`src/rtl/input_bank_if.sv`:
```
// LSU load/store bus of the input bank: the LSU drives requests (master), input_bank answers (slave).
interface input_bank_if;
    logic        i_lsu_rden;
    logic        i_lsu_wren;
    logic [31:0] i_lsu_addr;
    logic [31:0] i_st_data;
    logic [2:0]  funct3;
    logic        input_buf_en;
    logic [31:0] o_ld_data;

    modport master (
        output i_lsu_rden, i_lsu_wren, i_lsu_addr, i_st_data, funct3, input_buf_en,
        input  o_ld_data
    );

    modport slave (
        input  i_lsu_rden, i_lsu_wren, i_lsu_addr, i_st_data, funct3, input_buf_en,
        output o_ld_data
    );
endinterface

```
`src/rtl/input_bank.sv`:
```
// Memory-mapped switch/button input bank for the LSU: synchronised switches, debounced buttons,
// sticky W1C press flags and a press counter. Define INPUT_BANK_IRQ_EN for IRQ_MASK and o_irq.
module input_bank #(
    parameter int SW_WIDTH        = 32,
    parameter int NUM_BTN         = 4,
    parameter int DEBOUNCE_CYCLES = 16
) (
    input  logic                i_clk,
    input  logic                i_rst_n,
    input_bank_if.slave         bus,
    input  logic [SW_WIDTH-1:0] i_io_sw,
    input  logic [NUM_BTN-1:0]  i_io_btn
`ifdef INPUT_BANK_IRQ_EN
    ,
    output logic                o_irq
`endif
);
    localparam int CNT_W = (DEBOUNCE_CYCLES > 1) ? $clog2(DEBOUNCE_CYCLES) : 1;
    localparam logic [CNT_W-1:0] CNT_LAST = CNT_W'(DEBOUNCE_CYCLES - 1);

    localparam logic [2:0] W_SW       = 3'd0;
    localparam logic [2:0] W_BTN_LVL  = 3'd4;
    localparam logic [2:0] W_BTN_EVT  = 3'd5;
    localparam logic [2:0] W_EVT_CNT  = 3'd6;
    localparam logic [2:0] W_IRQ_MASK = 3'd7;

    function automatic logic [15:0] count_ones(input logic [NUM_BTN-1:0] v);
        logic [15:0] n;
        n = '0;
        for (int i = 0; i < NUM_BTN; i++) n = n + 16'(v[i]);
        return n;
    endfunction

    function automatic logic [3:0] store_lanes(input logic [2:0] f3, input logic [1:0] off);
        case (f3)
            3'd0:    store_lanes = 4'b0001 << off;
            3'd1:    store_lanes = off[1] ? 4'b1100 : 4'b0011;
            3'd2:    store_lanes = 4'b1111;
            default: store_lanes = 4'b0000;
        endcase
    endfunction

    function automatic logic [31:0] load_extract(input logic [31:0] word, input logic [2:0] f3,
                                                 input logic [1:0] off);
        logic        [7:0]  b;
        logic        [15:0] h;
        logic signed [7:0]  sb;
        logic signed [15:0] sh;
        logic signed [31:0] sx;
        b  = word[{off, 3'b000} +: 8];
        h  = off[1] ? word[31:16] : word[15:0];
        sb = b;
        sh = h;
        case (f3)
            3'd0:    begin sx = sb; load_extract = sx; end
            3'd1:    begin sx = sh; load_extract = sx; end
            3'd2:    load_extract = word;
            3'd4:    load_extract = {24'd0, b};
            3'd5:    load_extract = {16'd0, h};
            default: load_extract = '0;
        endcase
    endfunction

    logic [SW_WIDTH-1:0]                sw_p0, sw_p1;
    logic [NUM_BTN-1:0]                 btn_p0, btn_p1;
    logic [NUM_BTN-1:0]                 btn_lvl, btn_lvl_nxt, btn_rise;
    logic [NUM_BTN-1:0][CNT_W-1:0]      db_cnt, db_cnt_nxt;
    logic [NUM_BTN-1:0]                 btn_evt, btn_evt_nxt, evt_clr;
    logic [15:0]                        evt_cnt, evt_cnt_nxt, rise_cnt;
    logic                               st_en, cnt_clr;
    logic [3:0]                         lanes;
    logic [2:0]                         wsel;
    logic [31:0]                        rd_word, mask_word;

    assign wsel  = bus.i_lsu_addr[4:2];
    assign st_en = bus.input_buf_en & bus.i_lsu_wren & i_rst_n;
    assign lanes = st_en ? store_lanes(bus.funct3, bus.i_lsu_addr[1:0]) : 4'b0000;

    // Debounce: a level is accepted after DEBOUNCE_CYCLES consecutive differing samples.
    always_comb begin
        btn_lvl_nxt = btn_lvl;
        db_cnt_nxt  = '0;
        for (int i = 0; i < NUM_BTN; i++) begin
            if (btn_p1[i] != btn_lvl[i]) begin
                if (db_cnt[i] == CNT_LAST) btn_lvl_nxt[i] = btn_p1[i];
                else                       db_cnt_nxt[i]  = db_cnt[i] + 1'b1;
            end
        end
    end

    assign btn_rise = btn_lvl_nxt & ~btn_lvl;
    assign rise_cnt = count_ones(btn_rise);

    // New presses are OR-ed in after the W1C so a same-cycle set survives the clear.
    assign evt_clr     = (wsel == W_BTN_EVT && lanes[0]) ? bus.i_st_data[NUM_BTN-1:0] : '0;
    assign btn_evt_nxt = (btn_evt & ~evt_clr) | btn_rise;
    assign cnt_clr     = (wsel == W_EVT_CNT) && (lanes[0] || lanes[1]);
    assign evt_cnt_nxt = cnt_clr ? rise_cnt : evt_cnt + rise_cnt;

    // Stage boundary: pins -> _p0 -> _p1 synchronisers, then debounced state.
    always_ff @(posedge i_clk or negedge i_rst_n) begin
        if (!i_rst_n) begin
            sw_p0   <= '0;
            sw_p1   <= '0;
            btn_p0  <= '0;
            btn_p1  <= '0;
            btn_lvl <= '0;
            db_cnt  <= '0;
            btn_evt <= '0;
            evt_cnt <= '0;
        end else begin
            sw_p0   <= i_io_sw;
            sw_p1   <= sw_p0;
            btn_p0  <= i_io_btn;
            btn_p1  <= btn_p0;
            btn_lvl <= btn_lvl_nxt;
            db_cnt  <= db_cnt_nxt;
            btn_evt <= btn_evt_nxt;
            evt_cnt <= evt_cnt_nxt;
        end
    end

`ifdef INPUT_BANK_IRQ_EN
    logic [NUM_BTN-1:0] irq_mask;

    always_ff @(posedge i_clk or negedge i_rst_n) begin
        if (!i_rst_n) begin
            irq_mask <= '0;
            o_irq    <= 1'b0;
        end else begin
            if (wsel == W_IRQ_MASK && lanes[0]) irq_mask <= bus.i_st_data[NUM_BTN-1:0];
            o_irq <= |(btn_evt & irq_mask);
        end
    end

    assign mask_word = 32'(irq_mask);
`else
    assign mask_word = '0;
`endif

    always_comb begin
        rd_word = '0;
        case (wsel)
            W_SW:       rd_word = 32'(sw_p1);
            W_BTN_LVL:  rd_word = 32'(btn_lvl);
            W_BTN_EVT:  rd_word = 32'(btn_evt);
            W_EVT_CNT:  rd_word = 32'(evt_cnt);
            W_IRQ_MASK: rd_word = mask_word;
            default:    rd_word = '0;
        endcase
    end

    assign bus.o_ld_data = (bus.input_buf_en && bus.i_lsu_rden)
                         ? load_extract(rd_word, bus.funct3, bus.i_lsu_addr[1:0]) : '0;

    logic unused_bits;
    assign unused_bits = &{1'b0, bus.i_lsu_addr[31:5], bus.i_st_data[31:NUM_BTN], lanes[3:2]};
endmodule
```
`src/flat_wrapper.sv`:
```
// flat-port wrapper written by rule: the top's interface ports become plain ports
module input_bank_flat 
#(
    parameter int SW_WIDTH        = 32,
    parameter int NUM_BTN         = 4,
    parameter int DEBOUNCE_CYCLES = 16
)
  (i_clk, i_rst_n, i_io_sw, i_io_btn, bus_i_lsu_rden, bus_i_lsu_wren, bus_i_lsu_addr, bus_i_st_data, bus_funct3, bus_input_buf_en, bus_o_ld_data);
  input_bank_if bus_i ();
  input  logic i_clk;
  input  logic i_rst_n;
  input  logic [SW_WIDTH-1:0] i_io_sw;
  input  logic [NUM_BTN-1:0] i_io_btn;
  input wire logic [$bits(bus_i.i_lsu_rden)-1:0] bus_i_lsu_rden;
  input wire logic [$bits(bus_i.i_lsu_wren)-1:0] bus_i_lsu_wren;
  input wire logic [$bits(bus_i.i_lsu_addr)-1:0] bus_i_lsu_addr;
  input wire logic [$bits(bus_i.i_st_data)-1:0] bus_i_st_data;
  input wire logic [$bits(bus_i.funct3)-1:0] bus_funct3;
  input wire logic [$bits(bus_i.input_buf_en)-1:0] bus_input_buf_en;
  output wire logic [$bits(bus_i.o_ld_data)-1:0] bus_o_ld_data;
  assign bus_i.i_lsu_rden = bus_i_lsu_rden;
  assign bus_i.i_lsu_wren = bus_i_lsu_wren;
  assign bus_i.i_lsu_addr = bus_i_lsu_addr;
  assign bus_i.i_st_data = bus_i_st_data;
  assign bus_i.funct3 = bus_funct3;
  assign bus_i.input_buf_en = bus_input_buf_en;
  assign bus_o_ld_data = bus_i.o_ld_data;
  input_bank #(.SW_WIDTH(SW_WIDTH), .NUM_BTN(NUM_BTN), .DEBOUNCE_CYCLES(DEBOUNCE_CYCLES)) u_core (.i_clk(i_clk), .i_rst_n(i_rst_n), .bus(bus_i), .i_io_sw(i_io_sw), .i_io_btn(i_io_btn));
endmodule
```
`config.mk`:
```
export PLATFORM = sky130hd
export DESIGN_NAME = input_bank_flat
export DESIGN_NICKNAME = d
export VERILOG_FILES = /design/src/rtl/input_bank_if.sv /design/src/rtl/input_bank.sv /design/src/flat_wrapper.sv
export SDC_FILE = /design/constraint.sdc
export NUM_CORES = 1
export LEC_CHECK = 0
export CORE_MARGIN = 5
export CORE_UTILIZATION = 40
export DETAILED_ROUTE_END_ITERATION = 10
export HOLD_SLACK_MARGIN = 0.02
export PLACE_DENSITY_LB_ADDON = 0.25
export SLEW_MARGIN = 40
export SYNTH_ARGS = -nofsm -noshare
export SYNTH_HDL_FRONTEND = slang
export SYNTH_SLANG_ARGS = --single-unit
```
`constraint.sdc`:
```
create_clock -name i_clk -period 3.55 [get_ports i_clk]
set_clock_uncertainty 0.1 [all_clocks]
set_input_delay 0.355 -clock i_clk [delete_from_list [all_inputs] [get_ports i_clk]]
set_output_delay 0.355 -clock i_clk [all_outputs]
set_load 0.01 [all_outputs]
```
==> results of run 1 <==
## power by group through the flow
stage | Sequential [mW] | Clock (mW) | Combinational, mW
3_3_place_gp | 1.44 | 0 | 0.289
6_report | 1.42 | 1.16 | 0.302
4_1_cts | 1.42 | 1.20 | 0.301
5_1_grt | 1.43 | 1.25 | 0.337
2_1_floorplan | 1.42 | 0 | 0.164
3_5_place_dp | 1.44 | 0 | 0.297
## cell type report
class	count	area (um2)	area share (%)
Sequential cell	112	2800	44.2
Timing Repair Buffer	103	987	15.6
Clock buffer	10	229	3.61
Clock inverter	6	124	1.95
Inverter	11	41.3	0.651
Multi-Input combinational cell	281	1970	31.1
Tap cell	147	184	2.90
## per-stage QoR
step | area (um2) | util, % | total power [mW]
after floorplan | 4860 | - | 1.59
after global placement | 5910 | 49.4 | 1.73
after detailed placement | 5920 | 49.5 | 1.74
after CTS | 6280 | 52.5 | 2.92
after global routing | 6340 | 53.0 | 3.02
final | 6340 | 53.0 | 2.88
## critical path: cells and delay by family
| kind | cells | cell delay, ps |
|---|---|---|
| compound gates | 3 | 750 |
| buf+inv | 3 | 1410 |
| simple gates | 2 | 380 |
## logic make-up (layout without fill, tap and decap cells)
kind of cell,count (synthesis),count (layout),synth area share (%)
simple gates,128,128,13.0
flops,112,112,57.6
compound gates,109,109,16.9
buf+inv,28,130,2.91
xor+xnor,20,20,3.60
mux,13,13,2.86
fa+ha+maj,11,11,3.14
## layout by cell type (no fill, tap or decap), drive strengths merged, types with 4 or more instances in the layout
cell type	Yosys	layout
clkdlybuf4s50	0	83
nor2b	10	10
a21o	6	6
nand2	45	45
mux2	7	7
inv	11	13
dfrtp	112	112
a21oi	38	38
o21ai	8	8
clkbuf	7	10
a22o	10	10
a311oi	5	5
xor2	4	4
nor2	30	30
mux2i	6	6
xnor2	16	16
nor3	15	15
a22oi	21	21
ha	9	9
nand3	7	7
and3	5	5
buf	10	19
## per-layer routing
layer	part of all wire [%]	up-vias
met1	43	1707
met3	5.9	16
li1	-	1690
met4	1.7	0
met5	0	-
met2	49	91
## final timing paths
| check | slack (ps) | cells after the start | end | start |
|---|---|---|---|---|
| max in group asynchronous | 1910 | 3 | u_core.evt_cnt[14] | i_rst_n |
| max reg2reg | 260 | 15 | u_core.evt_cnt[10] | u_core.db_cnt[4] |
| min reg2reg | 250 | 0 | u_core.sw_p1[20] | u_core.sw_p0[20] |
| min in group asynchronous | 420 | 2 | u_core.sw_p1[5] | i_rst_n |
| min | 250 | 0 | u_core.sw_p1[20] | u_core.sw_p0[20] |
| max | 200 | 8 | bus_o_ld_data[17] | bus_funct3[1] |
## registers in the layout, summed over array words and instances (netlist names)
signal          count
u_core.btn_p0       4
u_core.db_cnt      16
u_core.btn_evt      4
u_core.btn_lvl      4
u_core.sw_p1       32
u_core.sw_p0       32
u_core.evt_cnt     16
u_core.btn_p1       4
## what timing repair did
item                                    in CTS  in global routing
endpoints found under the setup margin       3                  8
hold buffers                                 1                  0
pin swaps                                    0                  3
buffers inserted                             0                  1
endpoints found under the hold margin       40                  0
gates resized for setup                      1                 10
==> summary.txt, run 1 <==
Drt
  • Number of vias per cell: 5.23
  • Antenna viol nets, final: 0
  • TritonRoute pass-1 iters: 5
  • Initial DRC Count: 165
  • Routed WL per cell: 16.6 um
  • Via count: 3504
  • DR DRC count: 0
  • Drt total wl: 11.1 mm

Synth
  • Synth top area share: 57.6%
  • EDFF count, synth: 0
  • Top cells by count, synth: dfrtp_1, nand2_1, nor2_1, a21oi_1, a22oi_1
  • Post-synth ARST share: 100%
  • Post-Synthesis Cell Area: 0.00486 mm2
  • Mean Syn Cell Area: 11.6 um2
  • Yosys reg bits: 112
  • Predominant post-synthesis flop cell: dfrtp_1
  • Area leader, netlist: dfrtp_1
  • Mapped Cells: 421
  • Count leader, synth: dfrtp_1
  • Seq/Total Area, Yosys: 57.6%
  • Leading post-synthesis cells by cell area: dfrtp_1, nand2_1, a22oi_1, a21oi_1, xnor2_1
  • Count of cell types in the netlist: 56
  • Warnings from Yosys: 0
  • Syn nets: 540

Setup path
  • Most frequent CP cell: clkdlybuf4s50_1
  • Critical path cell sequence: clkdlybuf4s50_1, nor2b_1, and2_1, buf_4, a2bb2oi_4, o31a_4, a21oi_1, clkdlybuf4s50_1
  • Critical Path Source Type: input port
  • Worst path max stage delay: 730 ps
  • Max FO, Critical Path: 16
  • Crit path kind: input port to output port
  • Crit end category: output port
  • Slowest CP cell: clkdlybuf4s50_1
  • Worst EP arrival: 2900 ps
  • Worst EP required: 3090 ps

Power
  • Net Sw Frac: 23.6%
  • Power density cells: 455 mW/mm2
  • Clock power share: 40.4%
  • Flop pwr share: 49.2%
  • P_sw: 0.680 mW
  • Int Power: 2.20 mW
  • Comb power frac: 10.5%
  • Worst VDD drop: 0.000312 V
  • LEAKAGE: 2.61 nW

Global routing
  • Remaining global-route overflow: 0
  • Met1 Usage GRT: 20.4%
  • Initial antenna violation count: 0
  • GR Util met2: 26.3%
  • GR Util met3: 3.88%
  • First-pass GRT wire length: 18.0 mm
  • Total track usage: 15.8%
  • Vias in the first global route: 3603
  • Largest net degree at the start of global routing: 73
  • Gr busiest metal: met2

Floorplan
  • Core footprint: 0.0120 mm2
  • Initial core utilization: 40.7%
  • Die width: 120 um
  • DIE HEIGHT: 120 um
  • Die area: 0.0145 mm2
  • Ports: 140
  • Cell Rows: 40

STA
  • RSZ-0062 raised after global routing: no
  • Endpoints failing setup: 0
  • Actual slew at the worst max-slew pin: 638 ps
  • Final hold vios: 0
  • Slew HR: 57.5%
  • FMAX: 0.298 GHz
  • TNS Setup: 0 ps
  • Period utilization: 94.5%
  • Final Max Slew Viols: 0
  • Final worst slack: 196 ps
  • Minimum clock period: 3350 ps
  • Hold Slack: 250 ps

Layout
  • Area Growth Syn to Fin: 30.4%
  • Final Net Count: 637
  • Number of diodes: 0
  • Non-filler cells, final: 670
  • Filler cells: 1045
  • Layout cell share with drive strength beyond 1: 13.2%

Clock tree
  • CTS Sinks: 112
  • Clock tree buffer depth: 2
  • Total CTS buffers: 9
  • Clock Latency Late Sink: 350 ps
  • H-tree level count: 3
  • Root Driver: clkbuf_16
  • TritonCTS clock tree: built
  • Worst-path clk slew: 70 ps

Placed design
  • Place WS: 28.5 ps
  • Post-DP HPWL: 8.15 mm
  • Port Buf Inserts: 84
  • Post-Place Cells: 652
  • Routability Congestion: 0.873

Hold path
  • Worst Hold Class: flip-flop to flip-flop

Job
  • Max-cap viol count: 0

Outcome
  • Outcome: finished clean
Note: power is estimated with default switching activity, not from simulation.
==> run 2, diff against run 1 <==
--- a/config.mk
+++ b/config.mk
@@ -5,7 +5,7 @@
 export SDC_FILE = /design/constraint.sdc
 export NUM_CORES = 1
 export LEC_CHECK = 0
-export CORE_MARGIN = 5
+export CORE_MARGIN = 2
 export CORE_UTILIZATION = 40
 export DETAILED_ROUTE_END_ITERATION = 10
 export HOLD_SLACK_MARGIN = 0.02
==> run 2 against run 1 <==
  * Cell area decreased by 1.2%
  * Clock power decreased by 15%
  * First-iteration DRC count increased by 23%
  * Highest routed layer unchanged
==> summary.txt, run 2 (synthesis results as in run 1) <==
Outcome
  • Outcome: finished clean

Global routing
  • First-pass GRT wire length: 18.0 mm (-0.23%)
  • Largest net degree at the start of global routing: 70 (-4.1%)
  • Remaining global-route overflow: 0 (unchanged)
  • Total track usage: 18.1% (+2.3 points)
  • Initial antenna violation count: 0 (unchanged)
  • Vias in the first global route: 3573 (-0.83%)

Power
  • Int Power: 2.04 mW (-7.5%)
  • LEAKAGE: 2.58 nW (-1.1%)
  • Net Sw Frac: 24.7% (+1.1 points)
  • Comb power frac: 11.1% (+0.6 points)
  • Power density cells: 432 mW/mm2 (-5.0%)
  • Flop pwr share: 52.4% (+3.2 points)
  • Clock power share: 36.5% (-3.9 points)
  • P_sw: 0.668 mW (-1.8%)
  • Worst VDD drop: 0.000428 V (+37%)

Drt
  • Drt total wl: 11.1 mm (-0.36%)
  • Initial DRC Count: 203 (+23%)
  • Routed WL per cell: 16.5 um (-0.36%)
  • Number of vias per cell: 5.34 (+2.2%)
  • DR DRC count: 0 (unchanged)
  • TritonRoute pass-1 iters: 4 (-1)
  • Via count: 3580 (+2.2%)
  • Antenna viol nets, final: 0 (unchanged)

STA
  • FMAX: 0.299 GHz (+0.20%)
  • Final worst slack: 203 ps (+6.62 ps)
  • Period utilization: 94.3% (-0.19 points)
  • Actual slew at the worst max-slew pin: 626 ps (-12.3 ps)
  • Slew HR: 58.3% (+0.82 points)
  • Final hold vios: 0 (unchanged)
  • RSZ-0062 raised after global routing: no
  • TNS Setup: 0 ps (unchanged)
  • Minimum clock period: 3350 ps (-6.62 ps)
  • Endpoints failing setup: 0 (unchanged)
  • Hold Slack: 248 ps (-1.85 ps)
  • Final Max Slew Viols: 0 (unchanged)

Job
  • Max-cap viol count: 0 (unchanged)

Floorplan
  • Initial core utilization: 40.7% (unchanged)
  • Die width: 114 um (-5.0%)
  • Die area: 0.0131 mm2 (-9.7%)
  • Cell Rows: 40 (unchanged)
  • Ports: 140 (unchanged)
  • Core footprint: 0.0120 mm2 (unchanged)
  • DIE HEIGHT: 114 um (-5.0%)

Clock tree
  • CTS Sinks: 112 (unchanged)
  • Worst-path clk slew: 70 ps (about the same)
  • Clock tree buffer depth: 2 (unchanged)
  • Root Driver: clkbuf_16
  • TritonCTS clock tree: built
  • Total CTS buffers: 9 (unchanged)
  • H-tree level count: 3 (unchanged)
  • Clock Latency Late Sink: 350 ps (about the same)
  • Post-CTS setup buffers: 0 (unchanged)

Setup path
  • Critical Path Source Type: input port
  • Crit end category: output port
  • Max FO, Critical Path: 16 (unchanged)
  • Slowest CP cell: clkdlybuf4s50_1
  • Worst path max stage delay: 610 ps (-120 ps)
  • Most frequent CP cell: clkdlybuf4s50_1
  • Critical path cell sequence: clkdlybuf4s50_1, nor3_4, and3_1, nand2_1, a21oi_4, clkdlybuf4s50_1
  • Worst EP arrival: 2890 ps (about the same)
  • CP top delay family: simple AND/OR/NAND/NOR gates
  • Worst EP required: 3090 ps (about the same)
  • Worst path bufs/invs: 2 (-1)
  • Crit path kind: input port to output port

Placed design
  • Post-DP HPWL: 8.03 mm (-1.5%)
  • Cell area after placement: 0.00592 mm2 (about the same)
  • Routability Congestion: 0.925 (+6.0%)
  • Place WS: 73.2 ps (+44.7 ps)
  • Port Buf Inserts: 84 (unchanged)

Layout
  • Layout cell share with drive strength beyond 1: 12.8% (-0.38 points)
  • Final Net Count: 637 (unchanged)
  • Area Growth Syn to Fin: 28.8%
  • Most frequent cells in the layout: dfrtp_1, clkdlybuf4s50_1, nand2_1
  • Leading cell type in the layout, fill and taps excluded: dfrtp_1
  • Biggest regs: u_core.sw_p0 (32), u_core.sw_p1 (32)
  • Number of diodes: 0 (unchanged)
  • Post-route cell area: 0.00626 mm2 (-1.2%)

Hold path
  • Worst Hold Class: flip-flop to flip-flop
==> run 2: per-layer routing <==
| metal | vias up | GRT usage (%) | wire, um | share of wire [%] |
|---|---|---|---|---|
| li1 | 1698 | - | - | - |
| met1 | 1781 | 23.0 | 4680 | 42 |
| met2 | 90 | 29.9 | 5570 | 50 |
| met3 | 11 | 5.82 | 649 | 5.9 |
| met4 | 0 | 5.12 | 150 | 1.4 |
| met5 | - | 0 | 0 | 0 |
==> run 2: what timing repair did <==
item                                   in CTS  in global routing
gates resized for setup                     0                  7
setup endpoints to repair                   0                  6
endpoints found under the hold margin      43                  0
hold buffers                                1                  0
==> run 2: path summary, 6_finish.rpt <==
path                                    from            endpoint  slack, ps  depth (start not counted)
min in group asynchronous            i_rst_n     u_core.sw_p1[5]        450                          2
max in group asynchronous            i_rst_n    u_core.db_cnt[3]       1910                          3
setup / recovery           bus_i_lsu_addr[4]   bus_o_ld_data[22]        200                          6
setup reg to reg            u_core.db_cnt[4]  u_core.evt_cnt[10]        240                         15
hold reg to reg             u_core.sw_p0[19]    u_core.sw_p1[19]        250                          0
hold / removal              u_core.sw_p0[19]    u_core.sw_p1[19]        250                          0
==> run 2: through the flow <==
step,utilization (%),std cells,power [mW]
global placement,49.5,653,1.73
global route,52.4,670,2.84
CTS,52.0,670,2.74
floorplan,-,421,1.59
finish,52.4,670,2.71
detailed placement,49.5,653,1.74
==> run 2: final cells by class <==
type / count / area, um2
fillers: 1065 / 5700
well taps: 147 / 184
flip-flops and latches: 112 / 2800
inverters: 11 / 41.3
repair buffers: 103 / 987
clock buffers: 13 / 270
clock inverters: 3 / 22.5
multi-input cells: 281 / 1950
==> run 2: power groups by stage <==
stage | Combinational (mW) | Clock (mW) | Sequential, mW
floorplan | 0.164 | 0 | 1.42
global placement | 0.289 | 0 | 1.44
detailed placement | 0.295 | 0 | 1.44
CTS | 0.297 | 1.02 | 1.42
global route | 0.335 | 1.07 | 1.43
finish | 0.300 | 0.988 | 1.42
==> run 2: worst reg2reg max path, delay by kind of cell (launching register included) <==
family / cells / cell delay (ps)
AOI/OAI and AO/OA: 1 / 140
xor gates and xnor gates: 1 / 150
adders and majority gates: 5 / 1420
buffers and inverters: 3 / 230
DFF: 1 / 400
and+or+nand+nor: 5 / 770
==> run 3, diff against run 2 <==
--- a/config.mk
+++ b/config.mk
@@ -5,11 +5,12 @@
 export SDC_FILE = /design/constraint.sdc
 export NUM_CORES = 1
 export LEC_CHECK = 0
+export ABC_AREA = 1
 export CORE_MARGIN = 2
 export CORE_UTILIZATION = 40
 export DETAILED_ROUTE_END_ITERATION = 10
 export HOLD_SLACK_MARGIN = 0.02
-export PLACE_DENSITY_LB_ADDON = 0.25
+export PLACE_DENSITY = 0.65
 export SLEW_MARGIN = 40
 export SYNTH_ARGS = -nofsm -noshare
 export SYNTH_HDL_FRONTEND = slang
==> run 3 against run 2 <==
  * Final cell count increased by 36%
  * Hold slack improved by 2.0 ps
  * Non-clock buffer count decreased by 2
  * Critical path depth increased by 1
  * Fmax decreased by 2.1%
  * Largest power group unchanged
  * Register-to-register slack about the same
  * Clock-buffer cell count decreased by 2
  * Combinational power decreased by 9.7%
  * Routed wire length increased by 19%
  * Synthesized cell count increased by 52%
  * Clock power decreased by 2.2%
==> summary.txt, run 3 <==
Outcome
  • Outcome: finished clean

Synth
  • Yosys reg bits: 112 (unchanged)
  • Syn nets: 758 (+40%)
  • Predominant post-synthesis flop cell: dfrtp_1
  • Post-synth ARST share: 100% (unchanged)
  • Warnings from Yosys: 0 (unchanged)
  • Area leader, netlist: dfrtp_1
  • Count leader, synth: nand2_1
  • Count of cell types in the netlist: 35 (-38%)
  • Mapped Cells: 639 (+52%)
  • Synth top area share: 51.6% (-6.0 points)
  • Leading post-synthesis cells by cell area: dfrtp_1, nand2_1, nand3_1, inv_1, a21oi_1
  • Top cells by count, synth: nand2_1, dfrtp_1, inv_1, nor2_1, nand3_1
  • EDFF count, synth: 0 (unchanged)
  • Mean Syn Cell Area: 8.49 um2 (-26%)
  • Post-Synthesis Cell Area: 0.00543 mm2 (+12%)
  • Seq/Total Area, Yosys: 51.6% (-6.0 points)

Global routing
  • First-pass GRT wire length: 21.5 mm (+20%)
  • Total track usage: 18.8% (+0.72 points)
  • Vias in the first global route: 4442 (+24%)
  • Largest net degree at the start of global routing: 76 (+8.6%)
  • Remaining global-route overflow: 0 (unchanged)
  • Initial antenna violation count: 0 (unchanged)

Setup path
  • Worst EP required: 3090 ps (about the same)
  • Internal reg-to-reg setup slack: 230 ps (about the same)
  • Critical Path Source Type: input port
  • Max FO, Critical Path: 24 (+8)
  • Worst EP arrival: 2960 ps (+70 ps)
  • Reg-to-reg endpoint: u_core.evt_cnt[12]
  • Reg2Reg Depth: 18 (+3)
  • RR Startpoint: u_core.db_cnt[4]
  • Crit end category: output port
  • Crit path kind: input port to output port

Job
  • Max-cap viol count: 0 (unchanged)

Clock tree
  • Clock Latency Late Sink: 350 ps (about the same)
  • TritonCTS clock tree: built
  • Root Driver: clkbuf_16
  • Post-CTS setup buffers: 0 (unchanged)
  • Worst-path clk slew: 60 ps (about the same)
  • H-tree level count: 3 (unchanged)
  • Total CTS buffers: 9 (unchanged)
  • CTS Sinks: 112 (unchanged)
  • Clock tree buffer depth: 2 (unchanged)

STA
  • Slew HR: 58.7% (+0.45 points)
  • Endpoints failing setup: 0 (unchanged)
  • Period utilization: 96.3% (+2.0 points)
  • Hold Slack: 250 ps (+2.04 ps)
  • Actual slew at the worst max-slew pin: 619 ps (-6.69 ps)
  • Final worst slack: 130 ps (-72.7 ps)
  • FMAX: 0.292 GHz (-2.1%)
  • Final Max Slew Viols: 0 (unchanged)
  • Final hold vios: 0 (unchanged)
  • Minimum clock period: 3420 ps (+72.7 ps)

Layout
  • Number of diodes: 0 (unchanged)
  • Final Net Count: 851 (+34%)
  • Non-filler cells, final: 912 (+36%)
  • Layout cell share with drive strength beyond 1: 9.51% (-3.3 points)
  • Area Growth Syn to Fin: 25.0%
  • Biggest regs: u_core.sw_p0 (32), u_core.sw_p1 (32)
  • Most frequent cells in the layout: nand2_1, dfrtp_1, clkdlybuf4s50_1
  • Filler cells: 1302 (+22%)
  • Leading cell type in the layout, fill and taps excluded: nand2_1
  • Util after Layout: 51.2% (-1.1 points)

Power
  • Final Power: 2.60 mW (-3.8%)
  • Worst VDD drop: 0.000285 V (-33%)
  • LEAKAGE: 3.14 nW (+22%)
  • Power density cells: 384 mW/mm2 (-11%)

Hold path
  • Worst Hold Class: flip-flop to flip-flop
  • WHS Endpoint: u_core.sw_p1[31]
  • Hold Path Stages: 0 (unchanged)
  • Worst Hold Launch: u_core.sw_p0[31]

Floorplan
  • Core footprint: 0.0132 mm2 (+11%)
  • Cell Rows: 42 (+5.0%)
  • Die width: 120 um (+5.4%)
  • Die area: 0.0145 mm2 (+11%)
  • Initial core utilization: 41.0% (+0.33 points)
  • Ports: 140 (unchanged)
  • DIE HEIGHT: 120 um (+5.4%)

Placed design
  • Post-Place Cells: 896 (+37%)
  • Post-DP HPWL: 10.3 mm (+28%)
  • Port Buf Inserts: 84 (unchanged)
  • Place WS: 11.6 ps (-61.6 ps)
  • Routability Congestion: 0.936 (+1.2%)

Drt
  • Antenna viol nets, final: 0 (unchanged)
  • Via count: 4522 (+26%)
  • DR DRC count: 0 (unchanged)
  • Drt total wl: 13.2 mm (+19%)
  • Number of vias per cell: 4.96 (-7.2%)
  • TritonRoute pass-1 iters: 7 (+3)
  • Initial DRC Count: 364 (+79%)
  • Routed WL per cell: 14.4 um (-13%)
==> run 3: cell count changes in the layout (fill, tap and decap cells not counted), moves of 7 or more <==
cell	change
a22o_1	-10
inv_1	+62
a21oi_1	+21
nor2_1	+32
xnor2_1	-13
o21ai_0	+18
nor2b_1	-10
inv_2	+7
a22oi_1	-18
nand2_1	+95
nand3_1	+54
nand4_1	+22
==> run 3: report_power, final <==
part	leakage, nW	internal [mW]	switching (mW)
Sequential	1.34	1.33	0.0323
Clock	0.144	0.519	0.447
Combinational	1.65	0.115	0.156
Total	3.14	1.97	0.635
==> run 3: stage by stage <==
step                setup TNS [ps]  instance area, um2
floorplan                        0                5430
global placement                 0                6450
detailed placement               0                6450
CTS                              0                6750
global route                 -21.9                6790
finish                           0                6790
==> run 3: logic make-up (layout without fill, tap and decap cells) <==
| kind of cell | after synthesis | count (layout) | synth area share, % |
|---|---|---|---|
| buf+inv | 99 | 196 | 8.37 |
| flops | 112 | 112 | 51.6 |
| compound gates | 89 | 89 | 8.76 |
| fa+ha+maj | 11 | 11 | 2.81 |
| xor+xnor | 6 | 6 | 0.968 |
| simple gates | 322 | 322 | 27.5 |
==> run 3: worst max path at each step <==
stage,startpoint,to,cells past startpoint
floorplan,u_core.db_cnt[4],u_core.evt_cnt[12],18
global placement,u_core.db_cnt[4],u_core.evt_cnt[14],20
detailed placement,u_core.db_cnt[4],u_core.evt_cnt[14],20
CTS,u_core.db_cnt[4],u_core.evt_cnt[12],18
global route,u_core.db_cnt[0],u_core.evt_cnt[12],18
finish,bus_i_lsu_addr[2],bus_o_ld_data[28],7
==> run 3: worst max-delay path, cell delays in order <==
cell             delay [ps]
clkdlybuf4s50_1         570
nor2_4                  360
nand3_1                 300
nand3_2                 180
nand4_4                 320
a21oi_1                 280
clkdlybuf4s50_1         570
==> run 3: repair_timing <==
action,CTS,global route
pin swaps,0,1
hold buffers,1,0
endpoints found under the hold margin,37,0
setup endpoints to repair,1,5
resized for setup,1,8
==> run 3: metal layers <==
layer,track usage [%],vias up,routed length [um]
met1,26.6,2158,6280
met5,0,-,0
met2,29.6,97,6170
met4,7.19,0,234
met3,2.45,16,471
li1,-,2251,-
==> run 3: layout make-up <==
cell class,instances,area [um2],share of cell area [%]
Sequential cell,112,2800,41.3
Multi-Input combinational cell,428,2200,32.5
Timing Repair Buffer,101,972,14.3
Inverter,80,300,4.43
Clock buffer,11,253,3.72
Tap cell,176,220,3.25
Clock inverter,4,33.8,0.498
==> RTL change, RTL diff (config.mk and constraints of run 2) <==
`NUM_BTN` is set to 4 in 2 places; all go to 3.
--- a/src/rtl/input_bank.sv
+++ b/src/rtl/input_bank.sv
@@ -2,7 +2,7 @@
 // sticky W1C press flags and a press counter. Define INPUT_BANK_IRQ_EN for IRQ_MASK and o_irq.
 module input_bank #(
     parameter int SW_WIDTH        = 32,
-    parameter int NUM_BTN         = 4,
+    parameter int NUM_BTN         = 3,
     parameter int DEBOUNCE_CYCLES = 16
 ) (
     input  logic                i_clk,
--- a/src/flat_wrapper.sv
+++ b/src/flat_wrapper.sv
@@ -2,7 +2,7 @@
 module input_bank_flat 
 #(
     parameter int SW_WIDTH        = 32,
-    parameter int NUM_BTN         = 4,
+    parameter int NUM_BTN         = 3,
     parameter int DEBOUNCE_CYCLES = 16
 )
   (i_clk, i_rst_n, i_io_sw, i_io_btn, bus_i_lsu_rden, bus_i_lsu_wren, bus_i_lsu_addr, bus_i_st_data, bus_funct3, bus_input_buf_en, bus_o_ld_data);
Interface: changed (resized i_io_btn); port bits go from 140 to 139. The function was not compared with the original's and may differ.
==> RTL change against run 2 <==
First-iteration DRC count up 38%; total power down 4.0%; sequential cell count down 8; worst setup slack worse by 0.073 ns; die area down 3.7%; clock power about the same; sequential share of layout area down 1.7 points; routed wire length down 1.4%; design area down 3.5%; area after synthesis down 3.8%; critical endpoint is now bus_o_ld_data[3]; largest cell class unchanged; largest power group unchanged; highest routed layer unchanged.
==> RTL change: results (changes against run 2) <==
Setup path
  • CP max-delay cell: nor3_1 (was clkdlybuf4s50_1)
  • Reg2Reg Setup Slack: 0.14 ns (was 0.24 ns)
  • Reg2Reg Depth: 12 (was 15)
  • Critical Path AT: 2.96 ns (was 2.89 ns)
  • Worst reg2reg endpoint: u_core.evt_cnt[14] (was u_core.evt_cnt[10])
  • Worst path max stage delay: 0.58 ns (was 0.61 ns)
  • Worst r2r src: u_core.db_cnt[4] (unchanged)
  • Critical Path End: bus_o_ld_data[3] (was bus_o_ld_data[22])
  • Crit Path Max Fanout: 21 (was 16)

Final layout
  • # fillers: 1,022 (was 1,065)
  • Nets: 622 (was 637)
  • Fraction of layout cells with a size suffix above 1: 13.9% (was 12.8%)
  • Largest regs: u_core.sw_p0 x32, u_core.sw_p1 x32, u_core.evt_cnt x16 (was u_core.sw_p0 x32, u_core.sw_p1 x32)

Drt
  • Via density: 5.47 (was 5.34)
  • WL/cell: 16.7 um (was 16.5 um)

Hold path
  • Hold path start: u_core.sw_p0[24] (was u_core.sw_p0[19])

Placement
  • GP Congestion: 0.823 (was 0.925)
  • Area post-placement: 5720 um2 (was 5920 um2)
  • Half-perimeter wire length after placement: 8.01 mm (was 8.03 mm)
  • Pre-CTS WS: 0.160 ns (was 0.0732 ns)
  • Port buffer count: 82 (was 84)

Logic synthesis
  • Sequential-to-total area share from yosys stat: 55.6% (was 57.6%)
  • Synth unique cells: 54 (was 56)
  • Leading cell types by total area after synthesis: dfrtp_1 56%, nand2_1 2.9%, a21oi_1 2.8%, a31oi_2 2.7%, mux2_2 2.6% (was dfrtp_1 58%, nand2_1 3.5%, a22oi_1 2.9%, a21oi_1 2.9%, xnor2_1 2.9%)
  • Post-synth top cells: 104 x dfrtp_1, 36 x nand2_1, 26 x a21oi_1 (was 112 x dfrtp_1, 45 x nand2_1, 29 x nor2_1)
  • Syn nets: 531 (was 540)

Timing
  • Min cycle time layout: 3.42 ns (was 3.35 ns)
  • Relative slew slack: 40.2% (was 58.3%)

Run status
  • Status: finished clean (unchanged)

Global route
  • Vias in the first global route: 3,631 (was 3,573)
  • GR met2 Demand/Resource: 28.9% (was 29.9%)
  • Largest net degree at the start of global routing: 73 (was 70)
  • GR Layer Usage met1: 24.6% (was 23.0%)
  • Gr usage total: 17.9% (was 18.1%)
  • GR Util met3: 3.67% (was 5.82%)
  • First-pass GRT wire length: 17.9 mm (was 18.0 mm)

Clock tree
  • CTS root buffer: clkbuf_16 (unchanged)

Pwr
  • VDD IR-drop max: 0.000295 V (was 0.000428 V)
==> RTL change: per-layer routing <==
metal	vias to the layer above	part of all wire, %
met2	74	49
met1	1773	46
met3	13	3.5
li1	1707	-
met4	0	1.5
met5	-	0
==> RTL change: worst min-delay path by stage <==
| stage | endpoint | slack, ns | cells past startpoint |
|---|---|---|---|
| 2_1_floorplan | u_core.btn_evt[0] | -0.04 | 0 |
| 3_3_place_gp | u_core.sw_p0[6] | 0.22 | 1 |
| 3_5_place_dp | u_core.sw_p0[6] | 0.22 | 1 |
| 4_1_cts | u_core.sw_p1[24] | 0.25 | 0 |
| 5_1_grt | u_core.sw_p1[4] | 0.26 | 0 |
| 6_report | u_core.sw_p1[24] | 0.25 | 0 |
==> RTL change: final cells by class <==
class | count | area (um2) | area share, %
clock buffers | 12 | 267 | 4.41
clock inverters | 4 | 42.5 | 0.704
inverters | 4 | 15.0 | 0.248
multi-input cells | 284 | 1970 | 32.6
flip-flops and latches | 104 | 2600 | 43.0
well taps | 143 | 179 | 2.96
repair buffers | 101 | 967 | 16.0
==> RTL change: metrics by stage <==
| stage | total power [mW] | std cells |
|---|---|---|
| after floorplan | 1.48 | 413 |
| after global placement | 1.62 | 635 |
| after detailed placement | 1.63 | 635 |
| after CTS | 2.63 | 652 |
| after global routing | 2.73 | 652 |
| final | 2.60 | 652 |
==> RTL change: cell families (layout without fill, tap and decap cells) <==
logic type / after synthesis / in the layout / share of synthesized area (%)
compound gates: 111 / 111 / 17.2
xor+xnor: 12 / 12 / 2.25
fa+ha+maj: 11 / 11 / 3.26
buf+inv: 25 / 121 / 2.38
flops: 104 / 104 / 55.6
mux: 12 / 12 / 2.86
simple gates: 138 / 138 / 16.5
==> RTL change: what timing repair did <==
| action | 4_1_cts | 5_1_grt |
|---|---|---|
| buffers inserted | 0 | 0 |
| resized for setup | 0 | 0 |
| hold buffers | 1 | 0 |
| hold endpoints to repair | 32 | 0 |
==> RTL change: power breakdown <==
group          internal [mW]  switching, mW  total [mW]
Sequential              1.26         0.0581        1.32
Clock                  0.549          0.439       0.988
Combinational          0.140          0.157       0.297
Total                   1.95          0.654        2.60
==> RTL change: worst max-delay path: cells and delay by family <==
| kind | cells | cell delay [ns] |
|---|---|---|
| and+or+nand+nor | 2 | 0.76 |
| buffers and inverters | 4 | 1.52 |
| AOI/OAI and AO/OA | 2 | 0.32 |
